`config.mk`:
```
export PLATFORM = sky130hd
export DESIGN_NAME = fifo_level_flat
export DESIGN_NICKNAME = d
export VERILOG_FILES = /design/src/rtl/fifo_level_if.sv /design/src/rtl/fifo_level.sv /design/src/flat_wrapper.sv
export SDC_FILE = /design/constraint.sdc
export NUM_CORES = 1
export LEC_CHECK = 0
export ABC_CLOCK_PERIOD_IN_PS = 4400
export BUFFER_PORTS_ARGS = -buffer_cell sky130_fd_sc_hd__buf_2
export CAP_MARGIN = 20
export CORE_MARGIN = 3
export CORE_UTILIZATION = 61
export DETAILED_ROUTE_END_ITERATION = 12
export PLACE_DENSITY = 0.9
export SYNTH_ARGS = -nofsm -noshare
export SYNTH_HDL_FRONTEND = slang
export SYNTH_SLANG_ARGS = --single-unit
```
`constraint.sdc`:
```
create_clock -name clk -period 4.4 [get_ports clk]
set_clock_uncertainty 0.05 [all_clocks]
set_input_delay 0.22 -clock clk [delete_from_list [all_inputs] [get_ports clk]]
set_output_delay 0.22 -clock clk [all_outputs]
set_load 0.03 [all_outputs]
```
`src/rtl/fifo_level_if.sv`:
```
// Handshake and status bundle for fifo_level.
// The master side drives requests; the FIFO sits on the slave side.
interface fifo_level_if #(
  parameter int DATA_WIDTH = 32,
  parameter int DEPTH      = 16
);
  localparam int LW = $clog2(DEPTH + 1);

  logic [DATA_WIDTH-1:0] din;
  logic                  write;
  logic                  read;
  logic                  flush;
  logic                  clr_err;
  logic [DATA_WIDTH-1:0] dout;
  logic                  dout_valid;
  logic                  full;
  logic                  empty;
  logic                  almost_full;
  logic                  almost_empty;
  logic [LW-1:0]         level;
  logic                  overflow;
  logic                  underflow;

  modport master (
    output din,
    output write,
    output read,
    output flush,
    output clr_err,
    input  dout,
    input  dout_valid,
    input  full,
    input  empty,
    input  almost_full,
    input  almost_empty,
    input  level,
    input  overflow,
    input  underflow
  );

  modport slave (
    input  din,
    input  write,
    input  read,
    input  flush,
    input  clr_err,
    output dout,
    output dout_valid,
    output full,
    output empty,
    output almost_full,
    output almost_empty,
    output level,
    output overflow,
    output underflow
  );
endinterface

```
`src/rtl/fifo_level.sv`:
```
// Arbitrary-depth synchronous FIFO with fill level, almost flags,
// sticky error flags, flush and selectable FWFT/registered read.
module fifo_level #(
  parameter int DATA_WIDTH    = 32,
  parameter int DEPTH         = 16,
  parameter int FWFT          = 1,
  parameter int AFULL_THRESH  = DEPTH - 2,
  parameter int AEMPTY_THRESH = 2
) (
  input logic         clk,
  input logic         rst_n,
  fifo_level_if.slave bus
);
  localparam int LW = $clog2(DEPTH + 1);
  localparam int PW = $clog2(DEPTH);

  typedef logic [PW-1:0] ptr_t;

  logic [DATA_WIDTH-1:0] r_mem [DEPTH];
  ptr_t                  r_head;
  ptr_t                  r_tail;
  logic [LW-1:0]         r_level;
  logic                  r_ovf;
  logic                  r_unf;

  logic          w_empty;
  logic          w_full;
  logic          w_rd_acc;
  logic          w_wr_acc;
  logic          w_ovf_set;
  logic          w_unf_set;
  ptr_t          w_head_inc;
  ptr_t          w_tail_inc;
  logic [LW-1:0] w_level_nxt;

  assign w_empty = (r_level == '0);
  assign w_full  = (r_level == LW'(DEPTH));

  // Flush masks both requests so neither moves state nor flags errors.
  assign w_rd_acc = bus.read && !w_empty && !bus.flush;
  assign w_wr_acc = bus.write && (!w_full || w_rd_acc)
                    && !bus.flush;

  assign w_ovf_set = bus.write && !w_wr_acc && !bus.flush;
  assign w_unf_set = bus.read && w_empty && !bus.flush;

  // Explicit wrap keeps non-power-of-2 depths correct.
  assign w_head_inc = (r_head == PW'(DEPTH - 1))
                      ? '0 : r_head + 1'b1;
  assign w_tail_inc = (r_tail == PW'(DEPTH - 1))
                      ? '0 : r_tail + 1'b1;

  always_comb begin
    w_level_nxt = r_level;
    unique case (1'b1)
      (w_wr_acc && !w_rd_acc): w_level_nxt = r_level + 1'b1;
      (w_rd_acc && !w_wr_acc): w_level_nxt = r_level - 1'b1;
      default: ;
    endcase
  end

  always_ff @(posedge clk or negedge rst_n) begin
    if (!rst_n) begin
      r_head  <= '0;
      r_tail  <= '0;
      r_level <= '0;
    end else if (bus.flush) begin
      r_head  <= '0;
      r_tail  <= '0;
      r_level <= '0;
    end else begin
      if (w_wr_acc) r_head <= w_head_inc;
      if (w_rd_acc) r_tail <= w_tail_inc;
      r_level <= w_level_nxt;
    end
  end

  always_ff @(posedge clk or negedge rst_n) begin
    if (!rst_n) begin
      r_ovf <= 1'b0;
      r_unf <= 1'b0;
    end else begin
      if (w_ovf_set)        r_ovf <= 1'b1;
      else if (bus.clr_err) r_ovf <= 1'b0;
      if (w_unf_set)        r_unf <= 1'b1;
      else if (bus.clr_err) r_unf <= 1'b0;
    end
  end

  // Storage is deliberately not reset.
  always_ff @(posedge clk) begin
    if (w_wr_acc) r_mem[r_head] <= bus.din;
  end

  if (FWFT != 0) begin : g_fwft
    assign bus.dout       = r_mem[r_tail];
    assign bus.dout_valid = !w_empty;
  end else begin : g_reg
    logic [DATA_WIDTH-1:0] r_dout;
    logic                  r_dv;

    always_ff @(posedge clk or negedge rst_n) begin
      if (!rst_n) begin
        r_dout <= '0;
        r_dv   <= 1'b0;
      end else if (w_rd_acc) begin
        r_dout <= r_mem[r_tail];
        r_dv   <= 1'b1;
      end else begin
        r_dv   <= 1'b0;
      end
    end

    assign bus.dout       = r_dout;
    assign bus.dout_valid = r_dv;
  end

  assign bus.level        = r_level;
  assign bus.full         = w_full;
  assign bus.empty        = w_empty;
  assign bus.almost_full  = (r_level >= LW'(AFULL_THRESH));
  assign bus.almost_empty = (r_level <= LW'(AEMPTY_THRESH));
  assign bus.overflow     = r_ovf;
  assign bus.underflow    = r_unf;
endmodule

```
`src/flat_wrapper.sv`:
```
// flat-port wrapper written by rule: the top's interface ports become plain ports
module fifo_level_flat 
#(
  parameter int DATA_WIDTH    = 32,
  parameter int DEPTH         = 16,
  parameter int FWFT          = 1,
  parameter int AFULL_THRESH  = DEPTH - 2,
  parameter int AEMPTY_THRESH = 2
)
  (clk, rst_n, bus_din, bus_write, bus_read, bus_flush, bus_clr_err, bus_dout, bus_dout_valid, bus_full, bus_empty, bus_almost_full, bus_almost_empty, bus_level, bus_overflow, bus_underflow);
  fifo_level_if #(.DATA_WIDTH(DATA_WIDTH), .DEPTH(DEPTH)) bus_i ();
  input logic clk;
  input logic rst_n;
  input wire logic [$bits(bus_i.din)-1:0] bus_din;
  input wire logic [$bits(bus_i.write)-1:0] bus_write;
  input wire logic [$bits(bus_i.read)-1:0] bus_read;
  input wire logic [$bits(bus_i.flush)-1:0] bus_flush;
  input wire logic [$bits(bus_i.clr_err)-1:0] bus_clr_err;
  output wire logic [$bits(bus_i.dout)-1:0] bus_dout;
  output wire logic [$bits(bus_i.dout_valid)-1:0] bus_dout_valid;
  output wire logic [$bits(bus_i.full)-1:0] bus_full;
  output wire logic [$bits(bus_i.empty)-1:0] bus_empty;
  output wire logic [$bits(bus_i.almost_full)-1:0] bus_almost_full;
  output wire logic [$bits(bus_i.almost_empty)-1:0] bus_almost_empty;
  output wire logic [$bits(bus_i.level)-1:0] bus_level;
  output wire logic [$bits(bus_i.overflow)-1:0] bus_overflow;
  output wire logic [$bits(bus_i.underflow)-1:0] bus_underflow;
  assign bus_i.din = bus_din;
  assign bus_i.write = bus_write;
  assign bus_i.read = bus_read;
  assign bus_i.flush = bus_flush;
  assign bus_i.clr_err = bus_clr_err;
  assign bus_dout = bus_i.dout;
  assign bus_dout_valid = bus_i.dout_valid;
  assign bus_full = bus_i.full;
  assign bus_empty = bus_i.empty;
  assign bus_almost_full = bus_i.almost_full;
  assign bus_almost_empty = bus_i.almost_empty;
  assign bus_level = bus_i.level;
  assign bus_overflow = bus_i.overflow;
  assign bus_underflow = bus_i.underflow;
  fifo_level #(.DATA_WIDTH(DATA_WIDTH), .DEPTH(DEPTH), .FWFT(FWFT), .AFULL_THRESH(AFULL_THRESH), .AEMPTY_THRESH(AEMPTY_THRESH)) u_core (.clk(clk), .rst_n(rst_n), .bus(bus_i));
endmodule
```
# After elaboration in Yosys (flattened, before gate mapping)

Memory sizes are Yosys's and may differ from the RTL's.
Cells that the tools add are included.

Add/sub/neg operators: 4
Muxes and demuxes: 13
Equality and inequality tests: 3
Reductions and logical operators: 22
$lt $le $gt $ge: 2

Operators by type and width:

| kind                                                               | count |
|---|---|
| two-way mux 4 bit                                                  | 6 |
| logical AND 1 bit                                                  | 10 |
| one-hot mux 5 bit (2 select lines)                                 | 1 |
| adder 4 x 1 -> 4 bit (second input constant)                       | 2 |
| equality test 4 bit (second input constant)                        | 2 |
| nonzero test 2 bit                                                 | 4 |
| adder 5 x 1 -> 5 bit (second input constant)                       | 1 |
| equality test 5 bit (second input constant)                        | 1 |
| greater-or-equal comparator 5 x 4 -> 1 bit (second input constant) | 1 |
| less-or-equal comparator 5 x 2 -> 1 bit (second input constant)    | 1 |
| logical NOT 1 bit                                                  | 5 |
| logical NOT 5 bit                                                  | 1 |
| two-way mux 1 bit                                                  | 5 |
| two-way mux 5 bit                                                  | 1 |
| subtractor 5 x 1 -> 5 bit (second input constant)                  | 1 |
| nonzero test 3 bit                                                 | 1 |
| logical OR 1 bit                                                   | 1 |

Output and inout bits: 44
Memory bits (writable): 512
Bits in registers: 15
Memories kept: 1
Input bits: 38

Memory list:

| memory       | words | bits a word | read ports | clocked after Yosys merged registers in | write ports | RTL line         | text |
|---|---|---|---|---|---|---|---|
| u_core.r_mem | 16    | 32          | 1          | 0                                       | 1           | fifo_level.sv:19 | `logic [DATA_WIDTH-1:0] r_mem [DEPTH];` |

# Logic depth before layout (Yosys ltp)

Gate-level depths: netlist (run 1).

Depth in word-level cells: 11
Depth in mapped cells: 11
Depth with buffers taken out: 9

# Least setup slack after synthesis (run 1)

No wires, ideal clock.

Path kind: flip-flop to flip-flop
Start point: reg u_core.r_level[2], in the netlist u_core.bus.level[2]
End point: mem u_core.r_mem[0][0] (enable)
Clock period less this slack: 4.219 ns
Arrival time: 3.708 ns
Data required time: 3.889 ns
Cell stages (with the launch flop): 7
Path buffers: 1
Slack: 0.181 ns
Cells stage by stage: dfrtp_1 > clkbuf_4 > nor4_4 > nand3_1 > nor3b_1 > nand2_1 > nor3_1

Word-level cells in the longest chain between the ends: 9
Elaborated cells on any way between the ends: 11
Classes of those cells: eq/ne (1); mux (2); reduce/logical (8)

RTL lines:

| what                                        | RTL line         | text |
|---|---|---|
| from (decl)                                 | fifo_level.sv:22 | `logic [LW-1:0] r_level;` |
| from (signal assigned)                      | fifo_level.sv:74 | `r_level <= w_level_nxt;` |
| logical NOT 5 bit                           | fifo_level.sv:36 | `assign w_empty = (r_level == '0);` |
| logical NOT 1 bit                           | fifo_level.sv:40 | `assign w_rd_acc = bus.read && !w_empty && !bus.flush;` |
| logical AND 1 bit (2 in a row)              | fifo_level.sv:40 |  |
| logical OR 1 bit (*)                        | fifo_level.sv:41 | `assign w_wr_acc = bus.write && (!w_full \|\| w_rd_acc)` |
| logical AND 1 bit (*)                       | fifo_level.sv:41 |  |
| logical AND 1 bit (*)                       | fifo_level.sv:42 | `&& !bus.flush;` |
| two-way mux 1 bit (*)                       | fifo_level.sv:92 | `if (w_wr_acc) r_mem[r_head] <= bus.din;` |
| two-way mux 1 bit (not written as such) (*) | fifo_level.sv:92 |  |
| to (decl)                                   | fifo_level.sv:19 |  |

Every way passes the cells marked *; elsewhere a longest branch is shown, timed or not.

# Worst setup path after layout (run 1)

Start point: reg u_core.r_tail[1]
End point: out bus_dout[30]

Word-level cells in the longest chain between the ends: 1

RTL lines:

| what                      | RTL line           | text |
|---|---|---|
| from (decl)               | fifo_level.sv:21   | `ptr_t r_tail;` |
| from (signal assigned)    | fifo_level.sv:73   | `if (w_rd_acc) r_tail <= w_tail_inc;` |
| memory read (16 x 32 bit) | --                 |  |
| to (decl)                 | flat_wrapper.sv:19 | `output wire logic [$bits(bus_i.dout)-1:0] bus_dout;` |

Every way passes these cells.

==> results of run 1 <==
[kinds of logic after synthesis]
kind of cell               share of synthesized area [%]
DFF                                                 76.4
AOI/OAI and AO/OA                                   5.84
and+or+nand+nor                                     2.13
adders and majority gates                          0.425
xor gates and xnor gates                           0.213
muxes                                               13.5
buffers and inverters                               1.46
[per-layer routing]
metal | wire length [microns] | vias to the layer above | global-route usage (%)
li1 | - | 4692 | -
met1 | 16900 | 5637 | 33.7
met2 | 23800 | 650 | 44.3
met3 | 3510 | 140 | 3.69
met4 | 1730 | 0 | 10.3
met5 | 0 | - | 0
[final timing paths]
kind,startpoint,cells past startpoint,endpoint,slack (ns)
hold / removal,bus_din[1],1,u_core.r_mem[10][1]$_DFFE_PP_,0.007
max in group asynchronous,rst_n,2,u_core.r_tail[0]$_DFFE_PN0P_,3.90
min in group asynchronous,rst_n,2,u_core.bus.level[1]$_DFFE_PN0P_,0.07
setup reg to reg,u_core.bus.level[1]$_DFFE_PN0P_,6,u_core.r_mem[11][3]$_DFFE_PP_,1.16
setup / recovery,u_core.r_tail[1]$_DFFE_PN0P_,7,bus_dout[30],0.80
hold reg to reg,u_core.bus.underflow$_DFFE_PN0P_,2,u_core.bus.underflow$_DFFE_PN0P_,0.53
[registers in the layout (all words and copies together) (netlist names)]
name                  flops
u_core.bus.level          5
u_core.bus.overflow       1
u_core.bus.underflow      1
u_core.r_head             4
u_core.r_mem            512
u_core.r_tail             4
[area by class of cell]
cell class / instances / area [sq um]
sequential: 527 / 15800
fill: 1876 / 9480
multi-input combinational: 491 / 4670
clock buffer: 60 / 1310
timing repair buffer: 137 / 906
tap: 442 / 553
clock inverter: 27 / 235
inverter: 8 / 30.0
[power by group through the flow]
stage          Sequential [uW]  Clock (uW)  Combinational (uW)
2_1_floorplan             5780           0                1780
3_3_place_gp              5860           0                2200
3_5_place_dp              5870           0                2260
4_1_cts                   5760        4120                2320
5_1_grt                   5780        4310                2450
6_report                  5760        4080                2310
[through the flow]
stage / setup slack [ns] / cell area, sq um / util (%)
4_1_cts: 0.776 / 23500 / 71.2
5_1_grt: 0.598 / 23500 / 71.2
3_3_place_gp: 1.49 / 21700 / 65.9
3_5_place_dp: 1.36 / 21700 / 65.9
2_1_floorplan: 0.181 / 20600 / -
6_report: 0.799 / 23500 / 71.2
[cell usage after synthesis (2+ instances only)]
master / count / area share, %
xor2_1: 4 / 0.17
inv_1: 8 / 0.15
clkbuf_1: 32 / 0.58
a221oi_1: 32 / 1.4
buf_2: 21 / 0.51
o21ai_0: 68 / 1.7
mux4_2: 64 / 7.0
a211oi_1: 2 / 0.073
mux2_2: 32 / 1.7
dfrtp_1: 15 / 1.8
nor3_1: 7 / 0.17
ha_1: 7 / 0.43
mux2i_1: 98 / 4.8
nand3_1: 6 / 0.15
or3_1: 2 / 0.061
buf_1: 7 / 0.13
edfxtp_1: 512 / 75
a22oi_1: 33 / 1.2
a311o_1: 2 / 0.097
a21oi_1: 41 / 1.0
nor2_1: 22 / 0.40
o32ai_1: 2 / 0.085
nand2b_1: 2 / 0.061
nand2_1: 51 / 0.93
==> key figures, run 1 <==
Detailed routing
  – Initial DRC count: between 1000 and 1500
  – DRC: 0
  – TritonRoute pass-1 iters: 5
  – Per-cell routed wire length: around 27 microns
  – DRT antenna net count: 0
  – Total wire length: between 40 and 50 mm
  – Via Count: about 11000
  – Average vias per placed instance: 6.57

Yosys
  – Flops & latches, synth: ~530
  – Main flop type after synthesis: edfxtp_1
  – Cells after Synth: 1088
  – Synth cell types: 42
  – FFs w/ async S/R, synth: roughly 2.8%
  – Synth Cell Area: ~20000 sq um
  – Post-synth net total: about 1100
  – Sequential area share after synthesis: between 70% and 80%
  – Syn avg cell area: 18.9 sq um
  – EDFF count, synth: 512
  – Synth warn: 0

Die
  – Ports: 82
  – Core box area: around 33000 sq um
  – Initial Utilization: ~63%
  – Row cnt: 66
  – Die W: ~190 microns
  – Die area: about 36000 sq um
  – Die height: 190 microns

STA
  – Hold slack: between 0.006 and 0.007 ns
  – Fin crit share: between 80% and 90%
  – Hold Vio Cnt, Final: 0
  – Fmax achieved: 278 MHz
  – Min Tclk post-route: about 3.6 ns
  – Final count of pins violating max slew: 0
  – Setup TNS: 0 ns
  – RSZ-0062 raised after global routing: false
  – Slew headroom: roughly two fifths
  – Worst slew pin tran: approximately 0.9 ns
  – Setup-failing EPs final: 0

Global route
  – Global route overflow: 0
  – Number of global-route vias before repair: 11500
  – GRT Util Overall: between 20% and 30%
  – Initial antenna violation count: 0
  – First-pass GRT wire length: between 60 and 70 mm
  – Largest net degree at the start of global routing: 63

Worst setup path
  – Cell family with most CP delay: flip-flops
  – Worst Path Class, Setup: flop to primary output
  – Peak per-stage delay on the critical path: around 0.89 ns
  – Worst Path Arrival: 3.33 ns
  – Critical Path Slowest Stage Cell: dfrtp_4
  – Setup crit start kind: flop
  – CP endpoint kind: primary output
  – WP buf/inv: 2
  – CP required: 4.13 ns
  – Critical-path cell list: nand2_1 > buf_4 > o21ai_0 > a21oi_1 > o21ai_0 > nand2_1 > buf_2
  – CP max FO: 44

Clocking
  – TritonCTS Buffers: 49
  – H-Tree Depth: 2
  – Clock sinks: ~530
  – # hold bufs at CTS: 22
  – Post-CTS setup buffer count: 0
  – CTS tree: done
  – Clock slew at reported path FFs: around 0.06 ns
  – Root buffer cell: clkbuf_16
  – Buffer depth of the longest clock path: 3
  – Resize count post-CTS: 0
  – Worst skew pair latency: around 0.55 ns

Power and ir drop
  – Combinational power share: approximately a fifth
  – Pwr per Cell Area: a little over 500 nW/um^2
  – Total internal power: 8920 uW
  – Peak supply drop: about 0.00043 V
  – Seq pwr share: 47.4%
  – Clock power share: 33.6%
  – Sw frac: a little over a quarter
  – PnR Total Power: between 10000 and 15000 uW
  – Leakage: approximately 0.0076 uW
  – Switching power: 3230 uW

Placement
  – HPWL Detailed: approximately 25 mm
  – PortBufs: between 80 and 90
  – Final GP Congestion: roughly 0.84
  – Cells after DPL: between 1500 and 2000

Worst hold path
  – Worst min path class: input pin to flop

Cells and area
  – Diodes inserted: 0
  – Layout cells sized above 1: about 25%
  – Most common cell after layout, fill and taps aside: edfxtp_1
  – Commonest non-fill, non-tap cells in the layout: edfxtp_1, mux2i_1, buf_2, o21ai_0, mux4_2
  – Fin cells: about 1700
  – Final #Nets: approximately 1300
  – Syn-to-layout area delta: 13.9%

Outcome
  – Run status: finished, final reports clean

Flow run
  – Max-Cap Viols: 0
Note: power is estimated with default switching activity, not from simulation.
==> run 2: changes to the inputs <==
Settings changed: ABC_AREA set to 1, ABC_CLOCK_PERIOD_IN_PS 4400 to 3100, CORE_UTILIZATION 61 to 55, PLACE_DENSITY 0.9 to 0.86.
Clock period 4.4 ns to 3.1 ns, I/O delays scaled along.
==> key figures, run 2 <==
Outcome
  – Run status: finished, final reports clean

Detailed routing
  – Total wire length: roughly 51 mm
  – Average vias per placed instance: about 6.3
  – Per-cell routed wire length: roughly 23 microns
  – Via Count: roughly 14000
  – DRC: 0
  – Initial DRC count: a little over 2000
  – TritonRoute pass-1 iters: 6
  – DRT antenna net count: 0

Global route
  – Global route overflow: 0
  – Initial antenna violation count: 0
  – Largest net degree at the start of global routing: around 190
  – GRT Util Overall: 25.0%
  – First-pass GRT wire length: a little under 80 mm
  – Number of global-route vias before repair: 14100

Placement
  – HPWL Detailed: about 27 mm
  – PortBufs: 81
  – Final GP Congestion: between 0.8 and 0.9
  – Cells after DPL: slightly above 2000

Power and ir drop
  – Leakage: ~0.008 uW
  – Pwr per Cell Area: roughly 660 nW/um^2
  – Peak supply drop: 0.000426 V

Yosys
  – Post-synth net total: approximately 1600
  – Top-count cell post-synth: edfxtp_1
  – Flops & latches, synth: about 530
  – FFs w/ async S/R, synth: 2.85%
  – Cells after Synth: between 1500 and 2000
  – Post-synth top cells: edfxtp_1, nand2_1, nor2_1
  – Sequential area share after synthesis: about three quarters
  – Dominant cell type by area after synthesis: edfxtp_1
  – Main flop type after synthesis: edfxtp_1
  – Synth warn: 0
  – Top-area cell type share of the netlist area: 74.1%
  – Synth cell types: 35
  – EDFF count, synth: 512
  – Synth area leaders: edfxtp_1, nand2_1, o21ai_0, nor2_1, a21oi_1
  – Synth Cell Area: approximately 21000 sq um
  – Syn avg cell area: 13.6 sq um

Cells and area
  – Diodes inserted: 0
  – Fin util: between 60% and 70%
  – Max reg flops: 512
  – Layout cells sized above 1: 14.8%
  – Most common cell after layout, fill and taps aside: edfxtp_1
  – Final #Nets: between 1500 and 2000
  – Top register by number of flip-flops: u_core.r_mem
  – Fin cells: ~2200
  – Commonest non-fill, non-tap cells in the layout: edfxtp_1, nand2_1, o21ai_0, nor2_1, buf_2
  – Syn-to-layout area delta: 14.4%

Worst hold path
  – Worst min path class: input pin to flop

Die
  – Row cnt: 70
  – Die W: 200 microns
  – Die height: around 200 microns
  – Initial Utilization: 56.3%
  – Die area: 40100 sq um
  – Core box area: about 37000 sq um
  – Ports: between 80 and 90

Clocking
  – CTS tree: done
  – H-Tree Depth: 2
  – Worst skew pair latency: between 0.5 and 0.6 ns
  – Buffer depth of the longest clock path: 3
  – Post-CTS setup buffer count: 0
  – Root buffer cell: clkbuf_16
  – TritonCTS Buffers: 50
  – Clock slew at reported path FFs: around 0.06 ns
  – Clock sinks: approximately 530

STA
  – Setup TNS: 0 ns
  – Hold slack: roughly 0.018 ns
  – Worst slew pin tran: around 0.82 ns
  – RSZ-0062 raised after global routing: false
  – Slew headroom: between 40 and 50%
  – Setup-failing EPs final: 0
  – Fmax achieved: 331 MHz
  – Final count of pins violating max slew: 0
  – Hold Vio Cnt, Final: 0
  – Min Tclk post-route: between 3 and 4 ns
  – Fin crit share: 97.4%

Worst setup path
  – CP max FO: a little under 60
  – Setup crit start kind: flop
  – Worst Path Class, Setup: flop to primary output
  – CP required: 2.89 ns
  – CP endpoint kind: primary output
  – Worst Path Arrival: between 2 and 3 ns

Flow run
  – Max-Cap Viols: 0
==> run 2: cell count changes after synthesis, sizes merged, moves of 20 or more <==
cell / change
nand2: +193
a21oi: +38
a22oi: -33
o21ai: +118
mux2i: -98
o22ai: +42
nor2: +127
mux4: -64
mux2: -32
buf: +31
nand3: +66
nand4: +20
==> run 2: per-stage QoR <==
step	total power, uW	area [sq um]	setup WS [ns]
3_5_place_dp	10200	21800	0.556
6_report	15700	23700	0.0797
5_1_grt	16300	23700	0.0109
3_3_place_gp	10100	21800	0.661
4_1_cts	15700	23700	0.0488
2_1_floorplan	9580	20800	-0.909
==> run 2: worst paths after layout <==
kind | from | end | slack, ns | cells after the start
worst max-delay path | u_core.r_tail[1]$_DFFE_PN0P_ | bus_dout[8] | 0.08 | 6
worst min-delay path | bus_write | u_core.r_head[0]$_DFFE_PN0P_ | 0.02 | 5
worst max register to register | u_core.bus.level[2]$_DFFE_PN0P_ | u_core.r_mem[5][9]$_DFFE_PP_ | 0.52 | 9
worst min register to register | u_core.bus.level[4]$_DFFE_PN0P_ | u_core.bus.level[4]$_DFFE_PN0P_ | 0.48 | 2
max in group asynchronous | rst_n | u_core.r_tail[0]$_DFFE_PN0P_ | 1.78 | 3
min in group asynchronous | rst_n | u_core.bus.overflow$_DFFE_PN0P_ | 0.67 | 3
==> run 2: repair_timing <==
| item | in CTS | in global routing |
|---|---|---|
| setup endpoints to repair | 0 | 14 |
| endpoints found under the hold margin | 533 | 0 |
| gates resized for setup | 0 | 9 |
| hold buffers | 37 | 0 |
==> run 2: critical path: stages (launching register included) <==
cell	delay (ns)
dfrtp_2	0.46
buf_4	0.65
o21ai_0	0.25
o221ai_1	0.26
nand4_1	0.18
nand2_1	0.19
buf_2	0.22
==> run 2: logic make-up (layout without fill, tap and decap cells) <==
kind of cell             count (synthesis)  after routing  synth area share (%)
AO/OA/AOI/OAI                          374            374                  10.6
adder cells (fa/ha/maj)                  7              7                 0.422
flip-flops                             527            527                  75.9
XOR/XNOR                                 4              4                 0.169
AND/OR/NAND/NOR                        489            489                  10.0
buffers and inverters                  126            280                  2.81
==> run 2: where the power goes <==
part / internal (uW) / switching (uW) / leakage (uW)
logic: 603 / 1610 / 0.00262
registers: 7880 / 49.3 / 0.00481
clock network: 3030 / 2560 / 0.000746
total: 11500 / 4220 / 0.00818
==> run 2: layout make-up <==
type / instances / area, sq um
Clock buffer: 60 / 1310
Timing Repair Buffer: 158 / 1190
Sequential cell: 527 / 15800
Tap cell: 504 / 631
Multi-Input combinational cell: 874 / 4520
Fill cell: 2396 / 13200
Clock inverter: 34 / 189
Inverter: 28 / 120
==> run 2: metal layers <==
| layer | vias up | part of all wire, % | GRT usage (%) |
|---|---|---|---|
| met3 | 190 | 10 | 4.24 |
| met5 | - | 0 | 0 |
| met4 | 0 | 4.5 | 12.2 |
| met1 | 6711 | 36 | 32.7 |
| li1 | 5938 | - | - |
| met2 | 1029 | 49 | 41.1 |
